===== config.mk =====
export PLATFORM = sky130hd
export DESIGN_NAME = broadcast_voter
export DESIGN_NICKNAME = d
export VERILOG_FILES = /design/src/rtl/broadcast_voter.sv
export SDC_FILE = /design/constraint.sdc
export NUM_CORES = 1
export LEC_CHECK = 0
export CORE_AREA = 5 5 150 152
export CTS_BUF_LIST = sky130_fd_sc_hd__clkbuf_2
export DETAILED_ROUTE_END_ITERATION = 6
export DIE_AREA = 0 0 155 157
export DONT_BUFFER_PORTS = 1
export GPL_TIMING_DRIVEN = 0
export PLACE_DENSITY = 0.66
export SLEW_MARGIN = 20
export SYNTH_ARGS = -nofsm -noshare
export SYNTH_HDL_FRONTEND = slang
export SYNTH_SLANG_ARGS = --single-unit

===== constraint.sdc =====
create_clock -name CORE_CLK -period 17.5 [get_ports CORE_CLK]
set_clock_uncertainty 0.05 [all_clocks]
set_input_delay 3.5 -clock CORE_CLK [delete_from_list [all_inputs] [get_ports CORE_CLK]]
set_output_delay 3.5 -clock CORE_CLK [all_outputs]
set_load 0.05 [all_outputs]

===== src/rtl/broadcast_voter.sv =====
// Registered majority voter across four lockstep broadcast buses, with sticky per-module miscompare faults.
// Latency is 1 cycle and one vote is made per cycle. There are no stalls and no backpressure.
module broadcast_voter #(
  parameter int MISCOMPARE_LIMIT = 3,
  parameter int CNT_W            = 4
) (
  input  logic        CORE_CLK,
  input  logic        RST,
  input  logic [3:0]  MOD_OK_IN,
  input  logic [31:0] MOD_STROBE,
  input  logic [63:0] MOD_ADDRESS,
  input  logic [31:0] MOD_DATA,
  input  logic [3:0]  FAULT_CLEAR,
  output logic [7:0]  VOTE_STROBE,
  output logic [15:0] VOTE_ADDRESS,
  output logic [7:0]  VOTE_DATA,
  output logic        VOTE_VALID,
  output logic [3:0]  MODULE_FAULT,
  output logic        NO_MAJORITY
);

  localparam logic [CNT_W-1:0] LIMIT = CNT_W'(MISCOMPARE_LIMIT);

  logic [3:0][31:0]      bundle;
  logic [3:0]            elig;
  logic [2:0]            elig_cnt;
  logic [3:0][2:0]       agree;
  logic [3:0]            cand;
  logic                  win_vld;
  logic [1:0]            win_idx;
  logic [31:0]           win_bundle;
  logic [3:0][CNT_W-1:0] miss_cnt;
  logic [3:0][CNT_W-1:0] miss_cnt_nxt;
  logic [3:0]            fault_nxt;

  always_comb begin
    for (int i = 0; i < 4; i++) begin
      bundle[i] = {MOD_STROBE[8*i +: 8], MOD_ADDRESS[16*i +: 16], MOD_DATA[8*i +: 8]};
    end
  end

  // Agreement is counted only among eligible modules; a candidate needs a strict majority of E.
  always_comb begin
    elig     = MOD_OK_IN & ~MODULE_FAULT;
    elig_cnt = '0;
    for (int i = 0; i < 4; i++) begin
      elig_cnt = elig_cnt + {2'b00, elig[i]};
    end
    for (int i = 0; i < 4; i++) begin
      agree[i] = '0;
      for (int j = 0; j < 4; j++) begin
        if (elig[j] && (bundle[j] == bundle[i])) agree[i] = agree[i] + 3'd1;
      end
      cand[i] = elig[i] && ({agree[i], 1'b0} > {1'b0, elig_cnt});
    end
  end

  always_comb begin
    win_vld = 1'b0;
    win_idx = 2'd0;
    for (int i = 3; i >= 0; i--) begin
      if (cand[i]) begin
        win_vld = 1'b1;
        win_idx = 2'(i);
      end
    end
    win_bundle = bundle[win_idx];
  end

  // A clear overrides any increment or fault set in the same cycle.
  always_comb begin
    for (int i = 0; i < 4; i++) begin
      miss_cnt_nxt[i] = miss_cnt[i];
      fault_nxt[i]    = MODULE_FAULT[i];
      if (win_vld && elig[i]) begin
        if (bundle[i] == win_bundle) begin
          miss_cnt_nxt[i] = '0;
        end else begin
          if (miss_cnt[i] < LIMIT) miss_cnt_nxt[i] = miss_cnt[i] + CNT_W'(1);
          if (miss_cnt_nxt[i] == LIMIT) fault_nxt[i] = 1'b1;
        end
      end
      if (FAULT_CLEAR[i]) begin
        miss_cnt_nxt[i] = '0;
        fault_nxt[i]    = 1'b0;
      end
    end
  end

  always_ff @(posedge CORE_CLK) begin
    if (RST) begin
      VOTE_STROBE  <= '0;
      VOTE_ADDRESS <= '0;
      VOTE_DATA    <= '0;
      VOTE_VALID   <= 1'b0;
      MODULE_FAULT <= '0;
      NO_MAJORITY  <= 1'b0;
      miss_cnt     <= '0;
    end else begin
      VOTE_STROBE  <= win_vld ? win_bundle[31:24] : 8'hEE;
      VOTE_ADDRESS <= win_vld ? win_bundle[23:8]  : 16'hEEEE;
      VOTE_DATA    <= win_vld ? win_bundle[7:0]   : 8'hEE;
      VOTE_VALID   <= win_vld;
      MODULE_FAULT <= fault_nxt;
      NO_MAJORITY  <= NO_MAJORITY | ~win_vld;
      miss_cnt     <= miss_cnt_nxt;
    end
  end

endmodule


==> results of run 1 <==
==> area by class of cell <==
class | count | area share [%]
diodes | 1 | 0.0260
plain buffers | 157 | 9.11
clock buffers | 5 | 0.260
clock inverters | 3 | 0.273
inverters | 58 | 2.26
multi-input cells | 957 | 73.2
flip-flops and latches | 54 | 11.2
well taps | 275 | 3.58
repair buffers | 1 | 0.104
==> worst paths after layout <==
| kind | from | to | slack [ns] | cells past startpoint |
|---|---|---|---|---|
| worst max-delay path | MOD_STROBE[5] | miss_cnt[0] | 6.20 | 24 |
| worst min-delay path | miss_cnt[7] | miss_cnt[7] | 0.42 | 2 |
| worst max register to register | MODULE_FAULT[1] | miss_cnt[0] | 9.67 | 23 |
| worst min register to register | miss_cnt[7] | miss_cnt[7] | 0.42 | 2 |
==> power by group through the flow <==
stage / Sequential (mW) / Clock [mW] / Combinational (mW)
finish: 0.178 / 0.0593 / 0.376
global route: 0.180 / 0.0637 / 0.383
CTS: 0.179 / 0.0592 / 0.358
detailed placement: 0.181 / 0 / 0.356
global placement: 0.181 / 0 / 0.356
floorplan: 0.179 / 0 / 0.238
==> metal layers <==
metal | global-route usage, % | vias up | wire (µm)
li1 | - | 4333 | -
met1 | 51.6 | 5011 | 20400
met2 | 65.4 | 840 | 23000
met3 | 10.1 | 213 | 5760
met4 | 29.0 | 2 | 4460
met5 | 0 | - | 12
==> worst register-to-register path, stage by stage, from the launching register on <==
cell and delay, ns:
dfxtp_1 0.77, nand2b_1 0.28, clkinv_1 0.36, nand2_1 0.25, inv_1 0.08, ha_1 0.31
xor2_1 0.28, ha_1 0.30, nand2_1 0.06, o21ai_0 0.10, ha_1 0.30, a21oi_1 0.15
a31oi_1 0.07, o21ai_0 0.29, and4bb_1 0.33, o21ai_0 0.85, nand2_1 0.18, a2111oi_1 0.95
and4_1 0.37, a31oi_1 0.13, o41ai_2 0.86, o21ai_1 0.22, a21oi_1 0.19, nor3_1 0.06
==> synthesized netlist by cell type, types with 6 or more instances <==
master | instances | share of area (%)
mux2_2 | 8 | 0.98
nor3_1 | 14 | 0.76
dfxtp_1 | 54 | 12
a221oi_1 | 6 | 0.57
o21ai_1 | 8 | 0.43
nand3_1 | 27 | 1.5
and3_1 | 9 | 0.61
nor2b_1 | 10 | 0.68
nand4_1 | 23 | 1.6
a22oi_1 | 19 | 1.5
clkbuf_1 | 49 | 2.0
o22ai_1 | 18 | 1.2
xnor2_1 | 70 | 6.7
a21oi_1 | 58 | 3.2
nor4_1 | 59 | 4.0
xor2_1 | 177 | 17
o21ai_0 | 52 | 2.8
inv_1 | 55 | 2.2
buf_6 | 23 | 2.8
and2_1 | 26 | 1.8
a22o_1 | 28 | 2.7
xnor2_2 | 7 | 1.2
mux2i_1 | 10 | 1.1
nor2_1 | 62 | 2.5
o221ai_1 | 6 | 0.57
nand2_1 | 76 | 3.1
ha_1 | 31 | 4.2
o21a_1 | 11 | 0.90
a2111oi_0 | 10 | 0.95
buf_2 | 74 | 4.0
a31oi_1 | 10 | 0.68
nand2b_1 | 10 | 0.68
==> registers in the layout, summed over array words and instances, names as in the netlist <==
signal and count:
MODULE_FAULT 4, NO_MAJORITY 1, VOTE_ADDRESS 16, VOTE_DATA 8, VOTE_STROBE 8, VOTE_VALID 1
miss_cnt 16
==> kinds of logic (layout without fill, tap and decap cells) <==
group	after synthesis	count (layout)	synth area share (%)
adder cells (fa/ha/maj)	32	32	4.43
other	0	1	0
flip-flops	54	54	11.7
AO/OA/AOI/OAI	300	300	24.3
XOR/XNOR	254	254	24.7
AND/OR/NAND/NOR	352	352	20.7
buffers and inverters	215	224	11.9
multiplexers	19	19	2.23
==> per-stage QoR <==
step / utilization, % / power, mW / cells / cell area [µm²] / hold WS, ns
finish: 46.1 / 0.614 / 1511 / 9620 / 0.422
global route: 46.1 / 0.626 / 1511 / 9620 / 0.433
CTS: 46.0 / 0.595 / 1510 / 9620 / 0.421
detailed placement: 45.8 / 0.537 / 1502 / 9570 / 0.389
global placement: 45.7 / 0.537 / 1501 / 9550 / 0.379
floorplan: - / 0.417 / 1226 / 9210 / 0.367
==> cells in the final DEF (no fill, tap or decap), types with 8 or more instances in the layout <==
cell type / count
xor2_1: 177
nand2_1: 76
buf_2: 74
xnor2_1: 70
nor2_1: 62
nor4_1: 59
a21oi_1: 58
inv_1: 55
dfxtp_1: 54
o21ai_0: 52
clkbuf_1: 49
ha_1: 31
a22o_1: 28
nand3_1: 27
and2_1: 26
buf_6: 23
nand4_1: 23
a22oi_1: 19
o22ai_1: 18
nor3_1: 14
o21a_1: 11
nand2b_1: 10
nor2b_1: 10
mux2i_1: 10
a31oi_1: 10
and3_1: 9
mux2_2: 8
clkbuf_2: 8
o21ai_1: 8
==> impl.org, run 1 <==
** Power and ir drop
- Clk pwr share :: 9.7%
- Power density normalized to cell area :: 63.8 mW/mm²
- The analysis attributes to cell leakage a power of 3.94 nW.
- Cell Int Power :: 0.270 mW
- Reg power frac :: 29.0%
- Part of the total power dissipated in combinational logic :: 61.3%
- Net switching is 56.0% of the power.
- Worst-case vdd ir drop :: 0.0261 mV
- Power dissipated by switching net loads :: 0.344 mW

** Die
- Die outline area :: 0.0243 mm²
- Core area :: 0.0209 mm²
- Standard-cell rows :: 53
- Die span in y :: 157 µm
- The die is 155 µm wide.
- Initial Utilization :: 44.1%
- Num ports :: 176

** Critical path
- Critical path, cell by cell :: clkbuf_1 -> xor2_1 -> nor4_1 -> nand4_1 -> nor4_1 -> ha_1 -> xor2_1 -> ha_1 -> nand2_1 -> o21ai_0 -> ha_1 -> a21oi_1 -> a31oi_1 -> o21ai_0 -> and4bb_1 -> o21ai_0 -> nand2_1 -> a2111oi_1 -> and4_1 -> a31oi_1 -> o41ai_2 -> o21ai_1 -> a21oi_1 -> nor3_1
- STA classifies the critical path startpoint as a primary input.
- Number of buffer and inverter stages on the critical path :: 1
- Kind of end point of the critical path :: register
- Stage delay of the slowest cell on the critical path :: 0.95 ns
- The slowest stage of the critical path belongs to the cell a2111oi_1.
- Critical path fanouts, max :: 7
- Data arrival time of the critical path :: 11.74 ns
- Among cell families on the critical path, the largest total delay comes from compound AO/OA/AOI/OAI gates.
- Data required time at the worst endpoint :: 17.94 ns
- Critical path type :: primary input to register

** Clocking
- Gates resized during post-CTS repair numbered 0.
- CTS built an H-tree with a depth of 2.
- Buffers inserted to repair hold after CTS numbered 0.
- Insertion delay to the later sink of the worst-skew pair :: 0.55 ns
- TritonCTS built the clock tree.
- The longest clock path from root to sink contains 2 buffers.
- Clock net sink count :: 54
- CTS clock-pin slew for the worst setup and hold paths :: 0.34 ns
- In this run the post-CTS setup repair buffer count came out at 0.
- CTS placed an instance of clkbuf_2 at the clock tree root.
- Number of buffers created by CTS :: 5

** Timing
- Number of pins exceeding their max-slew limit in the final report :: 0
- Slew headroom :: 29.6%
- Tightest Pin Transition :: 1.05 ns
- The final count of hold timing violations is 0.
- In the final timing run, aggregate negative setup slack is 0 ns.
- The routed design could run at a clock period as short as 11.30 ns.
- Setup repair after global routing left no endpoint under its margin.
- Setup slack of the critical path after layout :: 6.20 ns
- Final clock period utilization by the worst path :: 64.6%
- Final setup violation count :: 0
- Based on the critical path, the design can be clocked at up to 88.5 MHz.

** GRT
- Global routing used 42.1% of the available tracks across all layers.
- After global routing the overflow that remains totals 0.
- Via count of the first global-routing pass :: 9978
- Antenna violations before repair :: 2
- Global-route wire length before repair :: 72700 µm
- Entering global routing, the biggest net connects 20 pins.

** Synthesis
- The most used flip-flop cell after synthesis is dfxtp_1.
- Async set or reset register ratio after synthesis :: 0%
- Dividing the synthesized area by the synthesized cell count gives 7.51 µm².
- Yosys mapped the design onto 86 distinct sky130hd cell types.
- The cell count after synthesis came out at 1226.
- Yosys mapped a number of flops with a built-in enable equal to 0.
- The number of nets in the synthesized netlist is 1396.
- Sequential cells were found to cover 11.7% of the synthesized design area.
- Synthesis-stage register bit count :: 54
- Yosys warning count :: 0
- The synthesized netlist occupies a cell area of 0.00921 mm².

** Layout
- Multi-input gate area :: 0.00704 mm²
- Number of nets at the end of the flow :: 1404
- Register Area :: 0.00108 mm²
- Number of filler instances in the final layout :: 2178
- Relative area change from synthesis to final layout :: 4.48%
- The post-route netlist has 13.4% of its cells at a drive strength greater than 1.

** Route
- DRT antenna net count :: 0
- Violation count after the first detailed-routing iteration :: 1157
- Final wirelength :: 53600 µm
- Vias after detailed routing :: 10399
- Dividing the detail-routed wire length by the instance count gives 35.5 µm.
- After detailed routing, the number of vias per cell comes to 6.88.
- Number of remaining DRC errors :: 0
- DR pass1 iterations :: 7

** Place
- HPWL after DPL :: 43500 µm
- Pre-CTS WS :: 6.03 ns
- Final estimated routing congestion in global placement :: 1.05
- Buffers placed on the I/O ports in this run total 0.

** Hold path
- Type of the tightest min-delay check :: register to register

** Outcome
- Result of the run :: complete, no violations

** Flow run
- Max capacitance violation total :: 0
Power figures use the tool's default switching activity.
==> inputs of run 2 (changes only) <==
--- a/config.mk
+++ b/config.mk
@@ -5,13 +5,14 @@
 export SDC_FILE = /design/constraint.sdc
 export NUM_CORES = 1
 export LEC_CHECK = 0
-export CORE_AREA = 5 5 150 152
+export ABC_AREA = 1
+export CORE_AREA = 5 5 157 159
 export CTS_BUF_LIST = sky130_fd_sc_hd__clkbuf_2
 export DETAILED_ROUTE_END_ITERATION = 6
-export DIE_AREA = 0 0 155 157
+export DIE_AREA = 0 0 162 164
 export DONT_BUFFER_PORTS = 1
 export GPL_TIMING_DRIVEN = 0
-export PLACE_DENSITY = 0.66
+export PLACE_DENSITY = 0.68
 export SLEW_MARGIN = 20
 export SYNTH_ARGS = -nofsm -noshare
 export SYNTH_HDL_FRONTEND = slang
==> constraint.sdc (replaced) <==
create_clock -name CORE_CLK -period 9.4 [get_ports CORE_CLK]
set_clock_uncertainty 0.05 [all_clocks]
set_input_delay 1.88 -clock CORE_CLK [delete_from_list [all_inputs] [get_ports CORE_CLK]]
set_output_delay 1.88 -clock CORE_CLK [all_outputs]
set_load 0.05 [all_outputs]
==> run 2 against run 1 <==
Effect of this change:
- non-clock buffer count is 102 lower
- critical path type unchanged
- highest routed layer unchanged
- register-to-register slack got worse by 5.9 ns
- flip-flop and latch count unchanged
- critical endpoint is now miss_cnt[10]
==> impl.org, run 2 <==
** Outcome
- The flow ran to the end, and the final reports show no timing, DRC or antenna violations.

** Route
- Number of remaining DRC errors :: 0
- For this run, the detailed router's first-pass iteration total came to 6.
- Vias after detailed routing :: 12721
- Violation count after the first detailed-routing iteration :: 1608
- Ratio of routed vias to standard cells :: 5.65
- Final wirelength :: 45300 µm
- After detailed routing, the average wire length per cell comes to 20.1 µm.
- The count of nets left with antenna violations once routing finished came out at 0.

** Clocking
- In this run the deepest clock path goes through 2 buffers.
- For this design, the CTS-stage hold fixing added 0 buffers.
- Postcts setup bufs :: 0
- Number of levels the H-tree was split into :: 2
- Resize count post-CTS :: 0
- Insertion delay to the later sink of the worst-skew pair :: 0.56 ns
- After clock tree synthesis, the clock-pin slew on the worst setup and hold paths is 0.33 ns.
- TritonCTS built the clock tree.
- For this design, the sink count on the clock tree is 54.
- Counting the buffers created by CTS gives 5.
- The cell sitting at the root of the clock tree is a clkbuf_2.

** Critical path
- Counting both buffers and inverters, the worst setup path holds a total of 5.
- Critical path fanouts, max :: 10
- In this run the number of cells on the critical path is 30.
- The worst setup path is of the primary input to register kind.
- Startpoint class of the critical path :: primary input
- Reg2reg setup slack :: 3.77 ns
- Following the worst setup path forward leads to its endpoint at miss_cnt[10].
- Start point of the critical path :: MOD_ADDRESS[17]
- The worst setup path is captured at a register.
- In this design, the largest share of critical-path delay is due to simple AND/OR/NAND/NOR gates.
- At the worst endpoint, the required time is 9.86 ns.
- Stage delay of the slowest cell on the critical path :: 0.79 ns
- Counting stages on the worst path, the most repeated cell is nand2_1.
- Data arrival time of the critical path :: 7.74 ns
- The largest individual stage delay along the critical path comes from the cell clkbuf_1.
- The endpoint identified for the worst register-to-register timing path is miss_cnt[10].
- Counting cells, the worst reg-to-reg path comes to 31.
- The startpoint identified for the worst register-to-register timing path is MODULE_FAULT[1].

** Synthesis
- Area share of the leading cell type in the synthesized netlist :: 31.3%
- Number of flops mapped to enable cells by yosys :: 0
- Async set or reset register ratio after synthesis :: 0%
- Dominant cells by area after synthesis :: nand2_1 31%, nand3_1 13%, dfxtp_1 11%, inv_1 5.7%, nor2_1 4.8%
- Sequential area share after synthesis :: 10.6%
- Post-synthesis cell area :: 0.0102 mm²
- Each instance of the synthesized netlist takes up on average 5.23 µm².
- Yosys warning count :: 0
- Net count after synthesis :: 2121
- Synthesis-stage register bit count :: 54
- Among all flip-flop cells after synthesis, the most frequent one is dfxtp_1.
- Dominant cell type by area after synthesis :: nand2_1
- Cell count after synthesis :: 1951
- Ranked by instance count, the synthesized netlist is headed by 851 x nand2_1, 262 x nand3_1, 154 x inv_1.
- Cell variety after synth :: 39
- Most frequently used cell type in the post-synthesis netlist :: nand2_1

** Place
- Including well taps, the total number of placed cells is 2241.
- Buffers placed on the I/O ports in this run total 0.
- Final estimated routing congestion in global placement :: 1.02
- HPWL after DPL :: 36400 µm

** Layout
- In the layout the commonest cells are 851 x nand2_1, 262 x nand3_1, 154 x inv_1.
- After the flow finishes, the layout carries non-filler instances totaling 2250.
- The library cell used most frequently in the layout, excluding fill and tap cells, is nand2_1.
- Fraction of final layout cells sized beyond drive strength 1 :: 12.3%
- Registers with the highest flip-flop counts :: VOTE_ADDRESS x16, miss_cnt x16
- Relative area change from synthesis to final layout :: 4.11%
- Number of nets at the end of the flow :: 2128

** GRT
- Tot GR Track Use :: 32.6%
- Largest net degree at the start of global routing :: 20
- Global-route wire length before repair :: 66300 µm
- The number of antenna violations at the first check in global routing was 2.
- Via count of the first global-routing pass :: 11223
- Final global-route overflow total :: 0

** Die
- The initial utilization of the core area, before any placement, comes to 44.1%.
- 176 I/O pins were placed.
- Standard-cell rows :: 56
- In this run the horizontal extent of the chip is 162 µm.
- Die span in y :: 164 µm
- The die covers 0.0266 mm².
- Core area :: 0.0231 mm²

** Power and ir drop
- Power density normalized to cell area :: 128 mW/mm²
- Lkg Pwr :: 5.78 nW
- The worst-case IR drop observed on VDD is 0.0786 mV.

** Timing
- Highest Clock Rate :: 137 MHz
- Number of pins exceeding their max-slew limit in the final report :: 0
- Final TNS setup :: 0 ns
- For the pin with the worst max-slew slack, the measured transition is 1.03 ns.
- Final clock period utilization by the worst path :: 77.4%
- Setup repair after global routing missed its margin :: false
- The worst pin sits at a relative slew slack of 31.4%.
- Time the worst path needs with I/O delays and setup :: 7.28 ns
- The final count of hold timing violations came to 0.
- Setup violations remaining at the end of the flow were counted as 0.

** Hold path
- Along the worst hold path, the cell count comes to 2.
- The worst hold path belongs to the class register to register.

** Flow run
- Across the run, the number of max-cap violations was 0.
==> run 2: cell types whose count changed after synthesis, sizes merged, moves of 22 or more <==
cell	delta
a21oi	-29
a22o	-29
a22oi	-25
and2	-22
buf	-57
clkbuf	-44
inv	+190
nand2	+809
nand3	+277
nor2	+76
nor4	-61
o21ai	-26
xnor2	-27
xor2	-150
==> run 2: worst reg2reg max path: cells and delay by family, from the launching register on <==
kind	cells	cell delay, ns
DFF	1	0.73
adders and majority gates	3	0.88
xor gates and xnor gates	1	0.25
and+or+nand+nor	18	2.53
buffers and inverters	7	0.93
AOI/OAI and AO/OA	2	0.20
==> run 2: logic make-up (layout without fill, tap and decap cells) <==
logic type | after synthesis | count (layout) | synth area share [%]
AND/OR/NAND/NOR | 1396 | 1396 | 61.0
XOR/XNOR | 77 | 77 | 6.61
adder cells (fa/ha/maj) | 32 | 32 | 4.00
flip-flops | 54 | 54 | 10.6
other | 0 | 1 | 0
buffers and inverters | 306 | 314 | 13.0
AO/OA/AOI/OAI | 86 | 86 | 4.83
==> run 2: how the worst min path moves through the flow <==
| stage | startpoint | endpoint | slack (ns) |
|---|---|---|---|
| CTS | miss_cnt[3] | miss_cnt[3] | 0.39 |
| global route | miss_cnt[3] | miss_cnt[3] | 0.42 |
| finish | miss_cnt[3] | miss_cnt[3] | 0.39 |
| floorplan | miss_cnt[14] | miss_cnt[14] | 0.36 |
| detailed placement | miss_cnt[3] | miss_cnt[3] | 0.37 |
| global placement | miss_cnt[14] | miss_cnt[14] | 0.37 |
==> run 2: metrics by stage <==
| step | instance area [µm²] | power (mW) | setup WS, ns | hold WS (ns) | utilization, % |
|---|---|---|---|---|---|
| detailed placement | 10600 | 1.20 | 1.68 | 0.368 | 45.7 |
| floorplan | 10200 | 0.964 | 3.45 | 0.358 | - |
| finish | 10600 | 1.35 | 2.12 | 0.395 | 46.0 |
| global route | 10600 | 1.44 | 2.02 | 0.417 | 46.0 |
| global placement | 10600 | 1.19 | 1.73 | 0.366 | 45.7 |
| CTS | 10600 | 1.34 | 2.33 | 0.394 | 45.9 |
==> run 2: layout make-up <==
type                            instances  area [µm²]
Antenna cell                            1        2.50
Buffer                                 56         383
Clock buffer                            5        25.0
Clock inverter                          3        28.8
Fill cell                            2652       12500
Inverter                              250         943
Multi-Input combinational cell       1591        7800
Sequential cell                        54        1080
Tap cell                              290         363
==> run 2: routing by layer <==
metal	track usage [%]	part of all wire, %	vias up
met1	42.0	41	5712
met2	50.4	43	734
li1	-	-	6153
met3	9.91	12	120
met5	0	0.044	-
met4	14.1	4.8	2
==> run 2: report_power, final <==
group	switching, mW	internal, mW	total [mW]
clock network	0.105	0.0228	0.128
registers	0.0918	0.254	0.346
logic	0.615	0.266	0.881
total	0.812	0.543	1.35
